$ cat config.mk
export PLATFORM = sky130hd
export DESIGN_NAME = xalu_ise_mc
export DESIGN_NICKNAME = d
export VERILOG_FILES = /design/src/rtl/xalu_ise_mc.sv
export SDC_FILE = /design/constraint.sdc
export NUM_CORES = 2
export LEC_CHECK = 0
export CORE_ASPECT_RATIO = 0.6
export CORE_UTILIZATION = 45
export DETAILED_ROUTE_END_ITERATION = 7
export GPL_TIMING_DRIVEN = 1
export PLACE_DENSITY_LB_ADDON = 0.15
export SLEW_MARGIN = 0
export SYNTH_ARGS = -nofsm -noshare
export SYNTH_HDL_FRONTEND = slang
export SYNTH_SLANG_ARGS = --single-unit
$ cat constraint.sdc
create_clock -name ise_clk -period 23.9 [get_ports ise_clk]
set_input_delay 7.17 -clock ise_clk [delete_from_list [all_inputs] [get_ports ise_clk]]
set_output_delay 7.17 -clock ise_clk [all_outputs]
set_load 0.1 [all_outputs]
$ cat src/rtl/xalu_ise_mc.sv
// Multi-cycle CSIDH custom ALU: CADD/SUB in one cycle, MADLU/MADHU via digit-serial MAC.
// Optional macro XALU_ISE_BYPASS_EN lets a new request issue on the edge a result retires.
module xalu_ise_mc #(
   parameter int         XLEN  = 64,
   parameter int         MUL_W = 16,
   parameter logic [1:0] ISE_V = 2'b11
) (
   input  logic            ise_clk,
   input  logic            ise_rst,
   input  logic [5:0]      ise_fn,
   input  logic [6:0]      ise_imm,
   input  logic [XLEN-1:0] ise_in1,
   input  logic [XLEN-1:0] ise_in2,
   input  logic [XLEN-1:0] ise_in3,
   input  logic            ise_val,
   output logic            ise_rdy,
   output logic            ise_oval,
   input  logic            ise_ordy,
   output logic [XLEN-1:0] ise_out
);

   localparam int NDIG  = XLEN / MUL_W;
   localparam int CNT_W = (NDIG > 1) ? $clog2(NDIG) : 1;
   localparam int ACC_W = 2 * XLEN;

   typedef enum logic [1:0] {S_IDLE, S_BUSY, S_DONE} state_t;

   state_t                    state_q, state_d;
   logic [XLEN-1:0]           a_q, a_d;
   logic [XLEN-1:0]           b_q, b_d;
   logic                      hi_q, hi_d;
   logic [ACC_W-1:0]          acc_q, acc_d;
   logic [CNT_W-1:0]          cnt_q, cnt_d;
   logic [XLEN-1:0]           res_q, res_d;

   logic                      op_ok;
   logic                      accept;
   logic                      is_mul;
   logic [XLEN+MUL_W-1:0]     prod;
   logic [ACC_W-1:0]          pp;
   logic [ACC_W-1:0]          acc_nxt;
   logic [31:0]               sh_amt;
   logic                      unused_ok;

   // Supported encodings 0001/0011/0101/0111 are exactly imm[3]=0, imm[0]=1.
   assign op_ok  = ISE_V[1] && (ise_fn[1:0] == 2'b00) && !ise_imm[3] && ise_imm[0];
   assign is_mul = !ise_imm[1];
   assign unused_ok = ^{ise_fn[5:2], ise_imm[6:4], ISE_V[0]};

`ifdef XALU_ISE_BYPASS_EN
   assign ise_rdy = ISE_V[1] && ((state_q == S_IDLE) || ((state_q == S_DONE) && ise_ordy));
`else
   assign ise_rdy = ISE_V[1] && (state_q == S_IDLE);
`endif

   assign accept   = ise_val && ise_rdy && op_ok;
   assign ise_oval = (state_q == S_DONE);
   assign ise_out  = ise_oval ? res_q : '0;

   always_comb begin
      state_d = state_q;
      a_d     = a_q;
      b_d     = b_q;
      hi_d    = hi_q;
      acc_d   = acc_q;
      cnt_d   = cnt_q;
      res_d   = res_q;

      // b_q is shifted down each iteration, so the current digit is always its low slice.
      sh_amt  = 32'(cnt_q) * MUL_W;
      prod    = {{MUL_W{1'b0}}, a_q} * {{XLEN{1'b0}}, b_q[MUL_W-1:0]};
      pp      = ACC_W'(prod) << sh_amt;
      acc_nxt = acc_q + pp;

      case (state_q)
         S_BUSY: begin
            acc_d = acc_nxt;
            b_d   = b_q >> MUL_W;
            if (cnt_q == CNT_W'(NDIG - 1)) begin
               cnt_d   = '0;
               res_d   = hi_q ? acc_nxt[ACC_W-1:XLEN] : acc_nxt[XLEN-1:0];
               state_d = S_DONE;
            end else begin
               cnt_d = cnt_q + 1'b1;
            end
         end
         S_DONE: begin
            if (ise_ordy) state_d = S_IDLE;
         end
         default: ;
      endcase

      // A launch may come from IDLE or, with bypass, from a retiring DONE; it overrides the above.
      if (accept) begin
         if (is_mul) begin
            a_d     = ise_in1;
            b_d     = ise_in2;
            hi_d    = ise_imm[2];
            acc_d   = {{XLEN{1'b0}}, ise_in3};
            cnt_d   = '0;
            state_d = S_BUSY;
         end else begin
            if (ise_imm[2])
               res_d = ise_in1 + (ise_in2 & {XLEN{ise_in3[0]}});
            else
               res_d = ise_in1 - ise_in2 - XLEN'(ise_in3[0]);
            state_d = S_DONE;
         end
      end
   end

   always_ff @(posedge ise_clk) begin
      if (ise_rst) begin
         state_q <= S_IDLE;
         acc_q   <= '0;
         cnt_q   <= '0;
         res_q   <= '0;
      end else begin
         state_q <= state_d;
         acc_q   <= acc_d;
         cnt_q   <= cnt_d;
         res_q   <= res_d;
      end
   end

   always_ff @(posedge ise_clk) begin
      a_q  <= a_d;
      b_q  <= b_d;
      hi_q <= hi_d;
   end

endmodule

==> flow_metrics.env <==
export IMPL_hold_buffers=0
export IMPL_grt_use_total=0.384
export IMPL_multiInputGateArea_um2=51300
export IMPL_n_fill_cell=14241
export IMPL_gp_congestion=1.06
export IMPL_hpwlAfterDp_um=231000
export IMPL_path_max_fanout=39
export IMPL_synth_edf_count=65
export IMPL_htreeDepth=2
export IMPL_io_pins=275
export IMPL_first_pass_iters=6
export IMPL_min_path_type="reg -> reg"
export IMPL_skew_ns=0.0563
export IMPL_worstMarginPinSlew_ns=1.50
export IMPL_synth_avg_cell_area_um2=7.71
export IMPL_crit_slowest_cell="a31oi_1"
export IMPL_setup_viol=0
export IMPL_grt_pass1_wl_um=407000
export IMPL_die_area_um2=146000
export IMPL_fin_crit_ns=13.90
export IMPL_ctsResizeCount=0
export IMPL_path_buf_inv=7
export IMPL_cts_setup_buffers=0
export IMPL_yosysTopAreaCellShare=0.268
export IMPL_dr_total_vias=61443
export IMPL_max_slew_margin_rel=-0.00957
export IMPL_worst_slack_ns=10.00
export IMPL_slew_viol_final=3
export IMPL_utilization=0.493
export IMPL_start_util=0.456
export IMPL_status="complete, but fails checks"
export IMPL_cts_tree="yes"
export IMPL_slowest_delay_ns=0.90
export IMPL_rsz0062_at_grt="no"
export IMPL_cts_buffers=42
export IMPL_yosysUniqueCellTypes=105
export IMPL_post_route_drc_count=0
export IMPL_tns_ns=0
export IMPL_clock_latency_ns=0.66
export IMPL_ant_nets=0
export IMPL_area_growth_pct=8.06
export IMPL_wl_per_cell_um=27.8
export IMPL_synth_seq_cells=325
export IMPL_critPathTopFamily="compound AO/OA/AOI/OAI gates"
export IMPL_drive_gt1_frac=0.0296
export IMPL_yosys_warnings=0
export IMPL_final_hold_violation_count=0
export IMPL_min_period_over_period=0.582
export IMPL_core_area_um2=143000
export IMPL_grt_pass1_vias=57956
export IMPL_wirelength_um=285000
export IMPL_timing_fmax_mhz=72.0
export IMPL_violations="capacitance limit, slew limit"
export IMPL_port_buffers=267
export IMPL_grt_antenna_before_repair=36
export IMPL_end_kind="register"
export IMPL_yosysSeqAreaShare=0.110
export IMPL_netlist_area_um2=65000
export IMPL_die_w_um=493
export IMPL_cts_max_path_buffers=3
export IMPL_required_ns=24.36
export IMPL_nets=9855
export IMPL_clk_pin_slew_ns=0.07
export IMPL_fin_hold_ws_ns=0.456
export IMPL_async_flop_share=0
export IMPL_cap_viol_max_count=2
export IMPL_root_buffer="clkbuf_16"
export IMPL_std_cell_rows=107
export IMPL_drtIter0Drc=6933
export IMPL_syn_num_nets=9982
export IMPL_pre_cts_ws_ns=10.65
export IMPL_ys_flop_type="dfxtp_1"
export IMPL_seqCellArea_um2=7210
export IMPL_syn_inst=8435
export IMPL_die_h_um=296
export IMPL_grt_overflow_total=0
export IMPL_critical_path_class="reg -> reg"
export IMPL_grt_start_max_net_pins=173
export IMPL_viasPerCell=5.99
export IMPL_cp_arrival_ns=14.36
export IMPL_cp_start_kind="register"
export IMPL_synth_top_area_cell="fa_1"
export IMPL_clock_sinks=325
export IMPL_synth_area_leaders="fa_1 (27%), ha_1 (9.0%), dfxtp_1 (8.0%)"
export IMPL_cpMostUsedCell="fa_1"
-- cells in the final DEF (no fill, tap or decap), types with 141 or more instances in the layout --
master           instances
nand2_1               1325
inv_1                 1215
fa_1                   870
a21oi_1                575
and2_1                 498
nor2_1                 495
ha_1                   468
o21ai_0                372
clkdlybuf4s50_1        264
dfxtp_1                242
xnor2_1                187
a21o_1                 163
nand4_1                141
-- worst min-delay path: cells and delay by family (launching register included) --
family / cells / cell delay (ns)
flops: 1 / 0.31
simple gates: 2 / 0.10
-- worst paths after layout --
kind           start   endpoint  slack (ns)  cells after the start
max           b_q[8]  res_q[47]       10.00                     38
min          b_q[52]    b_q[52]        0.46                      2
max reg2reg   b_q[8]  res_q[47]       10.00                     38
min reg2reg  b_q[52]    b_q[52]        0.46                      2
-- cells by family (layout without fill, tap and decap cells) --
group           count (synthesis)  count (layout)  share of synthesized area
simple gates                 2886            2886                      0.206
compound gates               1782            1782                      0.173
buf+inv                      1734            1638                      0.101
fa+ha+maj                    1338            1338                      0.358
flops                         325             325                      0.110
xor+xnor                      302             302                     0.0409
mux                            68              68                     0.0109
other cells                     0              20                          0
-- registers in the layout (all words and copies together) (netlist names) --
name	cells
res_q	64
b_q	64
acc_q	128
hi_q	1
cnt_q	2
state_q	2
a_q	64
-- routing by layer --
layer / vias to the layer above / part of all wire / track usage
li1: 27314 / - / -
met1: 30456 / 0.45 / 0.566
met2: 3321 / 0.37 / 0.496
met3: 332 / 0.15 / 0.164
met4: 20 / 0.029 / 0.108
met5: - / 0.00045 / 0
-- cells in the mapped netlist (15+ instances only) --
master    instances
inv_1          1216
a221oi_1         15
nand3_1         114
ha_1            468
a21boi_0         15
fa_1            870
o21ai_0         372
o31ai_1          31
a31oi_1         103
o22ai_1          37
and4_1           17
xor2_1          113
mux2i_1          56
nand4_1         141
a211oi_1         65
o21bai_1         95
o211ai_1         71
nor2_1          498
or3_1            19
dfxtp_1         260
nor3_1           72
xnor2_1         188
buf_1            20
nor4_1           28
or2_2            16
nand2b_1         35
a311oi_1         19
edfxtp_1         65
o21a_1           45
and2_1          498
o221ai_1         22
a21oi_1         575
and3_1           37
buf_2            38
nor2b_1          40
clkbuf_1        457
a21o_1          163
nand2_1        1325
-- layout make-up --
type / count / area share
antenna: 20 / 0.000712
clock inverter: 22 / 0.00376
sequential: 325 / 0.103
multi-input combinational: 6376 / 0.731
inverter: 1218 / 0.0651
tap: 1907 / 0.0340
timing repair buffer: 345 / 0.0464
clock buffer: 53 / 0.0166
-- through the flow --
step / instance area (um2) / cells
floorplan: 65000 / 8435
global placement: 68800 / 10171
detailed placement: 68800 / 10171
CTS: 70200 / 10246
global route: 70200 / 10251
finish: 70300 / 10266
Power is not shown: default switching activity piles up to over one toggle a cycle in this logic, so the estimate is an artifact.
